[src/rtl/mmio_timer.sv]
// Memory-mapped 32-bit timer: prescaled up-counter, compare match,
// wrap flag and level interrupt on a simple sel/we/re register bus.
module mmio_timer #(
    parameter int          PRESCALE_W  = 16,
    parameter logic [31:0] COMPARE_RST = 32'hFFFF_FFFF
) (
    input  logic        clk,
    input  logic        rst_n,
    input  logic        sel,
    input  logic [7:0]  addr,
    input  logic [31:0] wdata,
    input  logic [3:0]  be,
    input  logic        we,
    input  logic        re,
    output logic [31:0] rdata,
    output logic        irq,
    output logic        tick
);

    logic [2:0]            r_ctrl;
    logic [PRESCALE_W-1:0] r_pre;
    logic [PRESCALE_W-1:0] r_pcnt;
    logic [31:0]           r_count;
    logic [31:0]           r_cmp;
    logic                  r_match;
    logic                  r_wrap;

    logic        w_mapped;
    logic        w_wr;
    logic        w_sel_ctrl;
    logic        w_sel_pre;
    logic        w_sel_cnt;
    logic        w_sel_cmp;
    logic        w_sel_stat;
    logic [31:0] w_mask;
    logic [31:0] w_ctrl_m;
    logic [31:0] w_pre_m;
    logic [31:0] w_cmp_m;
    logic [31:0] w_cnt_m;
    logic [2:0]  w_ctrl_nxt;
    logic        w_cmp_hit;
    logic        w_set_match;
    logic        w_set_wrap;
    logic [31:0] w_cnt_hw;
    logic [1:0]  w_clr;

    assign w_mapped   = (addr[7:5] == 3'd0) && (addr[4:2] <= 3'd4);
    assign w_wr       = sel && we && w_mapped;
    assign w_sel_ctrl = addr[4:2] == 3'd0;
    assign w_sel_pre  = addr[4:2] == 3'd1;
    assign w_sel_cnt  = addr[4:2] == 3'd2;
    assign w_sel_cmp  = addr[4:2] == 3'd3;
    assign w_sel_stat = addr[4:2] == 3'd4;

    assign w_mask = {{8{be[3]}}, {8{be[2]}}, {8{be[1]}}, {8{be[0]}}};

    assign w_ctrl_m = ({29'd0, r_ctrl} & ~w_mask) | (wdata & w_mask);
    assign w_pre_m  = (32'(r_pre) & ~w_mask) | (wdata & w_mask);
    assign w_cmp_m  = (r_cmp & ~w_mask) | (wdata & w_mask);

    assign w_ctrl_nxt = (w_wr && w_sel_ctrl) ? w_ctrl_m[2:0] : r_ctrl;

    assign tick = r_ctrl[0] && (r_pcnt == r_pre);
    assign irq  = r_match && r_ctrl[2];

    // Compare has priority over the all-ones wrap; reload suppresses wrap.
    assign w_cmp_hit   = r_count == r_cmp;
    assign w_set_match = tick && w_cmp_hit;
    assign w_set_wrap  = tick && (&r_count) && !(w_cmp_hit && r_ctrl[1]);

    always_comb begin
        w_cnt_hw = r_count;
        if (tick) begin
            if (w_cmp_hit && r_ctrl[1]) w_cnt_hw = 32'd0;
            else                        w_cnt_hw = r_count + 32'd1;
        end
    end

    assign w_cnt_m = (w_cnt_hw & ~w_mask) | (wdata & w_mask);
    assign w_clr   = (w_wr && w_sel_stat && be[0]) ? wdata[1:0] : 2'b00;

    always_ff @(posedge clk or negedge rst_n) begin
        if (!rst_n) begin
            r_ctrl  <= 3'd0;
            r_pre   <= '0;
            r_pcnt  <= '0;
            r_count <= 32'd0;
            r_cmp   <= COMPARE_RST;
            r_match <= 1'b0;
            r_wrap  <= 1'b0;
        end else begin
            r_ctrl <= w_ctrl_nxt;
            if (w_wr && w_sel_pre) r_pre <= w_pre_m[PRESCALE_W-1:0];
            if (w_wr && w_sel_cmp) r_cmp <= w_cmp_m;
            r_count <= (w_wr && w_sel_cnt) ? w_cnt_m : w_cnt_hw;
            if (!r_ctrl[0] || !w_ctrl_nxt[0] || tick) r_pcnt <= '0;
            else r_pcnt <= r_pcnt + PRESCALE_W'(1);
            r_match <= (r_match && !w_clr[0]) || w_set_match;
            r_wrap  <= (r_wrap && !w_clr[1]) || w_set_wrap;
        end
    end

    always_comb begin
        rdata = 32'd0;
        if (sel && re && w_mapped) begin
            unique case (1'b1)
                w_sel_ctrl: rdata = {29'd0, r_ctrl};
                w_sel_pre:  rdata = 32'(r_pre);
                w_sel_cnt:  rdata = r_count;
                w_sel_cmp:  rdata = r_cmp;
                w_sel_stat: rdata = {30'd0, r_wrap, r_match};
                default:    rdata = 32'd0;
            endcase
        end
    end

endmodule

[config.mk]
export PLATFORM = sky130hd
export DESIGN_NAME = mmio_timer
export DESIGN_NICKNAME = d
export VERILOG_FILES = /design/src/rtl/mmio_timer.sv
export SDC_FILE = /design/constraint.sdc
export NUM_CORES = 1
export LEC_CHECK = 0
export ABC_AREA = 1
export BUFFER_PORTS_ARGS = -buffer_cell sky130_fd_sc_hd__buf_2
export CORE_MARGIN = 2
export CORE_UTILIZATION = 30
export CTS_BUF_LIST = sky130_fd_sc_hd__clkbuf_16
export CTS_CLUSTER_SIZE = 8
export DETAILED_ROUTE_END_ITERATION = 16
export GPL_TIMING_DRIVEN = 0
export HOLD_SLACK_MARGIN = 0.12
export PLACE_DENSITY = 0.47
export REMOVE_ABC_BUFFERS = 1
export SLEW_MARGIN = 20
export SYNTH_ARGS = -nofsm -noshare
export SYNTH_HDL_FRONTEND = slang
export SYNTH_SLANG_ARGS = --single-unit
[constraint.sdc]
create_clock -name clk -period 5.05 [get_ports clk]
set_input_delay 1.01 -clock clk [delete_from_list [all_inputs] [get_ports clk]]
set_output_delay 1.01 -clock clk [all_outputs]
set_load 0.01 [all_outputs]
== Word-level counts from Yosys, hierarchy flattened ==
Cells that the tools add are included.
W data, S select, Z words.

* Add/sub/neg operators: 2
* Magnitude comparators: 1
* Equal/unequal tests: 6
* Muxes and demuxes: 8
* Bitwise logic cells: 10
* Reduce and logical (&&, ||, !) cells: 31

{| class="wikitable"
|+ Operators with widths
! operator !! count
|-
| $pmux W32 S5 || 1
|-
| $mux W32 || 4
|-
| $and A32 B32 Y32 || 3
|-
| $or A32 B32 Y32 || 2
|-
| $add A32 B1 Y32 const B || 1
|-
| $eq A32 B32 Y1 || 1
|-
| $not A32 Y32 || 1
|-
| $reduce_and A32 Y1 || 1
|-
| $logic_and A1 B1 Y1 || 19
|-
| $add A16 B1 Y16 const B || 1
|-
| $and A16 B16 Y16 || 1
|-
| $eq A16 B16 Y1 || 1
|-
| $mux W16 || 1
|-
| $or A16 B16 Y16 || 1
|-
| $eq A3 B2 Y1 const B || 2
|-
| $logic_not A3 Y1 || 2
|-
| $logic_not A1 Y1 || 5
|-
| $logic_or A1 B1 Y1 || 4
|-
| $and A3 B3 Y3 || 1
|-
| $eq A3 B1 Y1 const B || 1
|-
| $eq A3 B3 Y1 const B || 1
|-
| $le A3 B3 Y1 const B || 1
|-
| $or A3 B3 Y3 || 1
|-
| $mux W2 || 1
|-
| $mux W1 || 1
|}

* Flip-flop bits (word level): 101
* Input bits: 49
* Output and inout bits: 34
* Word-level logic and storage cells: 66

== Longest topological paths before layout ==
Gate-level depths: netlist of the first run.

* Word-level depth: 9
* Mapped depth: 14
* Mapped depth without buffers: 13

== Worst setup path after synthesis of the first run ==
Ideal clock, no wire load.

* Path type: input-to-output
* Start: in addr[2]
* End: out rdata[21]
* Arrival: 2.159 ns
* Required time: 4.040 ns
* Path slack: 1.881 ns
* Cell stages on the path: 7
* Path buffers: 2
* Cell sequence: nor2_1 nor2_1 nor4_4 nand3_1 clkbuf_1 buf_1 nor2_1

* Cells in the longest elaborated chain, start to end: 4
* Elaborated cells on any way between the ends: 10
* Those cells by class: 1 x order compare; 4 x eq/ne; 2 x mux; 3 x reduce/logical

{| class="wikitable"
|+ RTL lines
! element !! line !! source
|-
| start: declaration || 10 || <nowiki>input logic [7:0] addr,</nowiki>
|-
| $le A3 B3 Y1 || 47 || <nowiki>assign w_mapped = (addr[7:5] == 3'd0) && (addr[4:2] <= 3'd4);</nowiki>
|-
| $logic_and A1 B1 Y1 || 47 ||
|-
| $logic_and A1 B1 Y1 || 105 || <nowiki>if (sel && re && w_mapped) begin</nowiki>
|-
| $mux W32 * || 105 ||
|-
| end: declaration || 15 || <nowiki>output logic [31:0] rdata,</nowiki>
|}

Every way passes the cells marked *; elsewhere a longest branch is shown, timed or not.

== Final worst setup path of the first run ==
* Start: in addr[2]
* End: out rdata[7]

The elaborated chain is that of the path after synthesis.

==> results_dict.tcl, run 1 <==
set metrics [dict create \
    critPathArrivalTime_ns 3.44 \
    gp_congestion 0.856 \
    leakage_nw 3.97 \
    drt-initial-drc-count 649 \
    cts_tree "done" \
    antenna_found_initial 0 \
    cts_inserted_buffers 9 \
    path_class "primary input to primary output" \
    start_util_pct 30.8 \
    ys_types 38 \
    syn_area_sq_mm 0.00701 \
    grt.overflow.total 0 \
    status "finished clean" \
    fp.coreArea_sq_mm 0.0228 \
    fillCellCount 2599 \
    max-slew-margin-rel_pct 31.2 \
    finalSetupViolations 0 \
    design_area_sq_mm 0.00801 \
    die_w_um 157 \
    top_level_ports 83 \
    final_util_pct 35.2 \
    dp.cells 1482 \
    clock_latency_ns 0.36 \
    cp-start-kind "primary input" \
    synthCells 1113 \
    yosysTopAreaCell "dfrtp_1" \
    area_growth_pct 14.3 \
    wl_mm 24.3 \
    period_share_pct 88.1 \
    die_area_sq_mm 0.0246 \
    cts_hold_buffers 0 \
    holdWs_ns 0.483 \
    grt_usage_pct 20.2 \
    p_per_area_mw_per_mm2 216 \
    antenna_cells 0 \
    drive_gt1_share_pct 14.2 \
    avgSynthCellArea_sq_um 6.30 \
    synth_enable_flop_cells 0 \
    drc_errors 0 \
    maxSlewViolCount 0 \
    rows 55 \
    async_flop_share_pct 100 \
    die_h_um 157 \
    grt_pass1_vias 6748 \
    ctsLongestPathBuffers 2 \
    synth_flop_cell "dfrtp_1" \
    synth_area_leaders "dfrtp_1 (25%), nand2_1 (21%), dfstp_2 (12%), inv_1 (8.0%), nor2_1 (7.8%)" \
    synth-seq-cells 101 \
    max_freq_ghz 0.225 \
    ys_seq_area_share_pct 36.6 \
    post_cts_buffers 0 \
    wire_per_inst_um 16.2 \
    hold_violations 0 \
    rsz0062_at_grt "false" \
    dp_hpwl_mm 18.3 \
    worst_pin_slew_ns 1.03 \
    hold_class "register to register" \
    final.min_clock_period_ns 4.45 \
    path_max_fanout 20 \
    maxCapViolCount 0 \
    end_kind "primary output" \
    grt_pass1_wl_mm 38.0 \
    multi_input_area_sq_mm 0.00368 \
    placed_area_sq_mm 0.00775 \
    io_buffers 80 \
    clk_pin_slew_ns 0.07 \
    cts.sinks 101 \
    via_count 7240 \
    final_nets 1231 \
    peakVddDrop_mv 0.170 \
    layoutNonFillerInstCount 1498 \
    firstDrtPassIters 5 \
    ys_warn_count 0 \
    avgViaCountPerCell 4.83 \
    grt_max_degree 52 \
    final-seq-area_sq_mm 0.00257 \
    htreeDepth 3 \
    cts_root_buf "clkbuf_16" \
    synth_top_area_share_pct 24.6 \
    crit_required_ns 4.04 \
    netlist_top_cells_count "nand2_1 (388), inv_1 (149), nor2_1 (145)" \
    finClkSkew_ns 0.00718 \
    ant_nets 0 \
    yosysMostFrequentCell "nand2_1" \
]
==> final timing paths <==
path / cells past startpoint / slack [ns] / from / to
worst max-delay path: 9 / 0.60 / addr[2] / rdata[7]
worst min-delay path: 2 / 0.48 / register / register
worst max register to register: 8 / 1.73 / r_pcnt[2] / r_count[5]
worst min register to register: 2 / 0.48 / register / register
max in group asynchronous: 2 / 3.74 / rst_n / async pin
min in group asynchronous: 1 / 0.59 / rst_n / r_pcnt[9]
==> layout by cell type, fill, tap and decap left out, types with 2 or more instances in the layout <==
| master | netlist | final |
|---|---|---|
| a21oi_1 | 22 | 22 |
| a221oi_1 | 2 | 2 |
| a22oi_1 | 17 | 17 |
| buf_2 | 11 | 79 |
| buf_4 | 1 | 2 |
| clkbuf_16 | 0 | 9 |
| clkinv_1 | 3 | 5 |
| clkinv_2 | 0 | 3 |
| dfrtp_1 | 69 | 69 |
| dfstp_2 | 32 | 32 |
| ha_1 | 2 | 2 |
| inv_1 | 149 | 150 |
| inv_2 | 21 | 21 |
| nand2_1 | 388 | 388 |
| nand2_2 | 5 | 5 |
| nand3_1 | 84 | 82 |
| nand3_2 | 0 | 2 |
| nand3b_1 | 2 | 2 |
| nand4_1 | 25 | 25 |
| nor2_1 | 145 | 144 |
| nor2_2 | 3 | 4 |
| nor2_4 | 3 | 3 |
| nor3_1 | 14 | 13 |
| nor3_2 | 1 | 2 |
| o21ai_0 | 32 | 32 |
| o21ai_1 | 27 | 27 |
| o221ai_1 | 3 | 3 |
| o22ai_1 | 10 | 10 |
| xnor2_1 | 2 | 2 |
| xor2_1 | 16 | 16 |
==> power by group <==
group / switching (W) / total, W / internal (W) / leakage, nW
combinational: 0.000141 / 0.000207 / 0.0000661 / 2.57
clock: 0.000326 / 0.000654 / 0.000327 / 0.131
sequential: 0.0000324 / 0.000873 / 0.000840 / 1.27
==> cell type report <==
| class | count | area share, % |
|---|---|---|
| multi-input combinational | 811 | 45.9 |
| sequential | 101 | 32.0 |
| inverter | 173 | 8.11 |
| timing repair buffer | 84 | 5.79 |
| tap | 313 | 4.89 |
| clock buffer | 9 | 2.81 |
| clock inverter | 7 | 0.422 |
==> logic make-up (layout without fill, tap and decap cells) <==
kind of cell / Yosys count / count (layout) / share of synthesized area (%)
buffers and inverters: 201 / 273 / 11.1
xor gates and xnor gates: 18 / 18 / 2.25
AOI/OAI and AO/OA: 115 / 115 / 9.35
adders and majority gates: 2 / 2 / 0.357
DFF: 101 / 101 / 36.6
and+or+nand+nor: 676 / 676 / 40.3
==> what timing repair did <==
item,in CTS,in global routing
resized for setup,0,1
hold endpoints to repair,0,0
setup endpoints to repair,0,12
==> worst max-delay path: stages <==
cell and delay (ns):
buf_2 0.12, nor2_1 0.17, nor2_1 0.15, nor4_4 0.39, nand3_2 0.51, inv_1 0.58
o21ai_0 0.26, inv_1 0.09, buf_2 0.13
==> per-stage QoR <==
step | setup WS [ns] | total power, W | setup TNS, ns
6_report | 0.599 | 0.00173 | 0
3_3_place_gp | -1.47 | 0.00109 | -20.33
5_1_grt | 0.317 | 0.00181 | 0
2_1_floorplan | 1.02 | 0.000988 | 0
4_1_cts | 0.109 | 0.00175 | 0
3_5_place_dp | 0.107 | 0.00109 | 0
==> per-layer routing <==
metal | part of all wire, % | vias to the layer above | global-route usage (%)
met5 | 0 | - | 0
met4 | 1.8 | 0 | 6.33
met3 | 4.8 | 22 | 2.10
met2 | 42 | 212 | 30.3
met1 | 51 | 3380 | 30.3
li1 | - | 3626 | -
No activity file was read; power rests on OpenSTA's default activity.
==> run 2, diff against run 1 <==
--- a/config.mk
+++ b/config.mk
@@ -7,7 +7,6 @@
 export LEC_CHECK = 0
 export ABC_AREA = 1
 export BUFFER_PORTS_ARGS = -buffer_cell sky130_fd_sc_hd__buf_2
-export CORE_MARGIN = 2
 export CORE_UTILIZATION = 30
 export CTS_BUF_LIST = sky130_fd_sc_hd__clkbuf_16
 export CTS_CLUSTER_SIZE = 8
==> run 2 against run 1 <==
  * Routed wire length decreased by 0.11%
  * Fmax decreased by 2.6%
  * Clock power increased by 17%
  * Sequential cell count unchanged
  * Critical path type unchanged
  * Largest power group unchanged
==> results_dict.tcl, run 2 (synthesized netlist as in run 1, its figures left out) <==
set metrics [dict create \
    die_h_um 155 \
    io_buffers 80 \
    fp.coreArea_sq_mm 0.0228 \
    path_class "primary input to primary output" \
    seq_power_share_pct 47.3 \
    finalSetupViolations 0 \
    final.min_clock_period_ns 4.57 \
    cp-start-kind "primary input" \
    critPathArrivalTime_ns 3.56 \
    layout_commonest_cell "nand2_1" \
    clk_pin_slew_ns 0.07 \
    drt-initial-drc-count 537 \
    max-slew-margin-rel_pct 29.8 \
    via_count 7105 \
    ant_nets 0 \
    worst_pin_slew_ns 1.05 \
    dp.cells 1482 \
    fin_ws_ns 0.481 \
    leakage_nw 3.99 \
    antenna_cells 0 \
    peakVddDrop_mv 0.125 \
    clock_power_share_pct 41.5 \
    post_cts_buffers 0 \
    holdWs_ns 0.484 \
    period_share_pct 90.5 \
    p_per_area_mw_per_mm2 228 \
    cts_root_buf "clkbuf_16" \
    status "finished clean" \
    cts_inserted_buffers 9 \
    gp_congestion 0.854 \
    fillCellCount 2570 \
    ctsLongestPathBuffers 2 \
    finClkSkew_ns 0.00804 \
    path_max_fanout 20 \
    htreeDepth 3 \
    hold_class "register to register" \
    firstDrtPassIters 5 \
    layoutNonFillerInstCount 1498 \
    setup_tns_ns 0 \
    grt.overflow.total 0 \
    maxSlewViolCount 0 \
    place_ws_ns 0.000429 \
    hold_violations 0 \
    switchingPower_w 0.000504 \
    wire_per_inst_um 16.2 \
    final_nets 1231 \
    cts_tree "done" \
    die_area_sq_mm 0.0240 \
    antenna_found_initial 0 \
    cts.sinks 101 \
    top_level_ports 83 \
    grt_usage_pct 21.0 \
    avgViaCountPerCell 4.74 \
    mostFrequentLayoutCells "nand2_1 (388), inv_1 (149), nor2_1 (144)" \
    clock_latency_ns 0.35 \
    die_w_um 155 \
    area_growth_pct 15.2 \
    crit_required_ns 4.04 \
    power_frac_comb_pct 11.2 \
    drc_errors 0 \
    rrSetupSlack_ns 1.72 \
    max_freq_ghz 0.219 \
    end_kind "primary output" \
    maxCapViolCount 0 \
    grt_pass1_vias 6780 \
    p_int_w 0.00134 \
    drive_gt1_share_pct 14.3 \
    grt_max_degree 54 \
    grt_pass1_wl_mm 38.4 \
    swShare_pct 27.3 \
    start_util_pct 30.8 \
    rsz0062_at_grt "false" \
    dp_hpwl_mm 18.3 \
    wl_mm 24.2 \
    rows 55 \
]
## run 2: cell count changes in the layout (fill, tap and decap cells not counted), sizes merged
cell and delta:
bufinv +2, clkinv -1, inv -1
## run 2: power by group through the flow
| stage | Sequential (W) | Combinational (W) | Clock, W |
|---|---|---|---|
| final | 0.000872 | 0.000206 | 0.000764 |
| after global routing | 0.000877 | 0.000238 | 0.000811 |
| after CTS | 0.000872 | 0.000208 | 0.000782 |
| after detailed placement | 0.000886 | 0.000207 | 0 |
| after global placement | 0.000886 | 0.000199 | 0 |
| after floorplan | 0.000874 | 0.000113 | 0 |
## run 2: what timing repair did
action,CTS,global route
gates resized for setup,0,1
hold endpoints to repair,0,0
hold buffers,0,0
setup endpoints to repair,0,13
## run 2: area by class of cell
cell class | instances | area [sq um] | share of cell area [%]
Multi-Input combinational cell | 811 | 3680 | 45.6
Clock inverter | 7 | 90.1 | 1.12
Inverter | 173 | 649 | 8.05
Timing Repair Buffer | 84 | 468 | 5.80
Clock buffer | 9 | 225 | 2.79
Sequential cell | 101 | 2570 | 31.8
Tap cell | 313 | 392 | 4.85
## run 2: path summary, 6_finish.rpt
path | start | to | cells after the start
max in group asynchronous | rst_n | async pin | 2
setup / recovery | addr[2] | rdata[9] | 9
hold / removal | register | register | 2
min in group asynchronous | rst_n | r_pcnt[10] | 1
setup reg to reg | r_pcnt[2] | r_count[10] | 8
hold reg to reg | register | register | 2
## run 2: per-stage QoR
step / power (W) / util [%] / instance area [sq um]
floorplan: 0.000988 / - / 6880
global placement: 0.00108 / 33.7 / 7670
detailed placement: 0.00109 / 34.0 / 7750
CTS: 0.00186 / 35.4 / 8070
global route: 0.00193 / 35.4 / 8070
finish: 0.00184 / 35.4 / 8070
## run 2: critical path, cell delays in order
cell and delay [ns]:
buf_2 0.13, nor2_1 0.18, nor2_1 0.15, nor4_4 0.41, nand3_2 0.53, inv_1 0.64
o21ai_0 0.28, inv_1 0.11, buf_2 0.13
## run 2: per-layer routing
layer,GRT usage (%),vias to the layer above,part of all wire (%)
li1,-,3615,-
met5,0,-,0
met1,31.2,3282,50
met3,2.53,21,5.3
met2,31.8,187,43
met4,5.52,0,1.3
==> run 3, diff against run 2 <==
--- a/config.mk
+++ b/config.mk
@@ -5,7 +5,7 @@
 export SDC_FILE = /design/constraint.sdc
 export NUM_CORES = 1
 export LEC_CHECK = 0
-export ABC_AREA = 1
+export ABC_AREA = 0
 export BUFFER_PORTS_ARGS = -buffer_cell sky130_fd_sc_hd__buf_2
 export CORE_UTILIZATION = 30
 export CTS_BUF_LIST = sky130_fd_sc_hd__clkbuf_16
==> run 3 against run 2 <==
  * Clock power decreased by 18%
  * Setup slack gained 0.29 ns
  * Count of clock-buffer cells in the layout did not move
  * Utilization fell by 0.064 points
  * Critical path type unchanged
  * Global-route usage down 2.7 points
  * Critical path depth decreased by 2
==> results_dict.tcl, run 3 <==
set metrics [dict create \
    io_buffers 80 \
    synth_fa_ha_area_share_pct 0.416 \
    cts.sinks 101 \
    avgViaCountPerCell 5.06 \
    clk_pin_slew_ns 0.06 \
    firstDrtPassIters 4 \
    slowest_stage "or2_2" \
    syn_area_sq_mm 0.00602 \
    yosysTopAreaCell "dfrtp_1" \
    maxCapViolCount 0 \
    path_class "primary input to primary output" \
    final.min_clock_period_ns 4.28 \
    dp_hpwl_mm 13.2 \
    ant_nets 0 \
    die_h_um 144 \
    cp_cell_sequence "buf_2, o21ai_0, and4b_1, nand2_1, or2_2, nor2_1, buf_2" \
    cts_inserted_buffers 9 \
    critPathArrivalTime_ns 3.27 \
    path_max_fanout 21 \
    synth_top_area_share_pct 28.7 \
    yosysMostFrequentCell "nor2_1" \
    start_util_pct 30.7 \
    end_kind "primary output" \
    yosys.area_share.simple_pct 18.6 \
    maxSlewViolCount 0 \
    placed_area_sq_mm 0.00667 \
    fin_ws_ns 0.774 \
    cts_tree "done" \
    drc_errors 0 \
    max-slew-margin-rel_pct 36.6 \
    place_ws_ns 0.719 \
    dp.cells 932 \
    die_w_um 144 \
    synth-seq-cells 101 \
    cts_root_buf "clkbuf_16" \
    p_per_area_mw_per_mm2 298 \
    synth_enable_flop_cells 0 \
    grt_usage_pct 18.2 \
    layout_commonest_cell "buf_2" \
    rrSetupSlack_ns 1.30 \
    netlist_top_cells_count "nor2_1 (79), dfrtp_1 (69), mux2_2 (65)" \
    postCtsResizedCells 0 \
    mostFrequentLayoutCells "buf_2 (79), nor2_1 (77), dfrtp_1 (69)" \
    grt_pass1_vias 4915 \
    finalSetupViolations 0 \
    leakage_nw 2.88 \
    hold_violations 0 \
    peakVddDrop_mv 0.151 \
    ys_warn_count 0 \
    area_growth_pct 15.1 \
    cpMostUsedCell "buf_2" \
    synth_compound_area_share_pct 11.3 \
    period_share_pct 84.7 \
    rsz0062_at_grt "false" \
    ys_seq_area_share_pct 42.7 \
    final_util_pct 35.4 \
    fp.coreArea_sq_mm 0.0196 \
    ys_types 50 \
    cts_hold_buffers 0 \
    grt.overflow.total 0 \
    fillCellCount 2047 \
    antenna_found_initial 1 \
    synth_flop_cell "dfrtp_1" \
    gp_congestion 0.845 \
    htreeDepth 3 \
    drive_gt1_share_pct 30.1 \
    design_area_sq_mm 0.00693 \
    top_level_ports 83 \
    synth_mux_area_share_pct 12.9 \
    avgSynthCellArea_sq_um 9.74 \
    final_nets 729 \
    hold_class "register to register" \
    wire_per_inst_um 18.7 \
    grt_max_degree 57 \
    grt_pass1_wl_mm 27.9 \
    synth_top_family_by_area "simple AND/OR/NAND/NOR gates" \
    cp-start-kind "primary input" \
    ctsLongestPathBuffers 2 \
    post_cts_buffers 0 \
    die_area_sq_mm 0.0206 \
    wl_mm 17.7 \
    crit_required_ns 4.04 \
    synth_xor_area_share_pct 10.9 \
    max_freq_ghz 0.234 \
    synthCells 618 \
    drt-initial-drc-count 268 \
    clock_latency_ns 0.35 \
    layoutNonFillerInstCount 948 \
    finClkSkew_ns 0.00958 \
    worst_pin_slew_ns 0.948 \
    status "finished clean" \
    rows 51 \
    power_w 0.00207 \
    async_flop_share_pct 100 \
    synth_area_leaders "dfrtp_1 (29%), dfstp_2 (14%), mux2_2 (12%), xnor2_1 (8.1%), nor2_1 (4.9%)" \
    via_count 4800 \
    slowest_delay_ns 0.65 \
]
run 3: worst paths after layout:
path	from	end	cells past startpoint
max	addr[3]	rdata[15]	7
min	r_wrap	r_wrap	1
max reg2reg	r_count[3]	r_count[17]	7
min reg2reg	r_wrap	r_wrap	1
max in group asynchronous	rst_n	async pin	2
min in group asynchronous	rst_n	async pin	1
run 3: power by group:
group	switching [W]	total [W]	internal, W
combinational	0.000227	0.000415	0.000188
clock	0.000303	0.000627	0.000324
sequential	0.000135	0.00103	0.000891
total	0.000665	0.00207	0.00140
run 3: cell families after synthesis:
| family | count (synthesis) |
|---|---|
| mux | 68 |
| fa+ha+maj | 2 |
| xor+xnor | 75 |
| simple gates | 226 |
| buf+inv | 47 |
| flops | 101 |
| compound gates | 99 |
run 3: final cells by class:
type	count	area [sq um]	share of cell area, %
multi-input cells	470	3260	47.1
flip-flops and latches	101	2570	37.1
repair buffers	85	472	6.81
well taps	265	332	4.79
clock buffers	9	225	3.25
inverters	11	41.3	0.596
clock inverters	6	27.5	0.397
diodes	1	2.50	0.0361
run 3: worst max-delay path: cells and delay by family:
kind            cells  cell delay [ns]
simple gates        4             1.57
buf+inv             2             0.45
compound gates      1             0.23
run 3: layer usage:
| layer | GRT usage (%) | wire (um) |
|---|---|---|
| met4 | 5.60 | 266 |
| met3 | 3.87 | 908 |
| met1 | 24.3 | 8220 |
| met2 | 29.5 | 8300 |
| met5 | 0 | 0 |
run 3: stage by stage:
stage	TNS (ns)	hold WS (ns)
after floorplan	0	0.461
after global placement	-11.09	0.491
after detailed placement	0	0.483
after CTS	0	0.497
after global routing	0	0.520
final	0	0.493
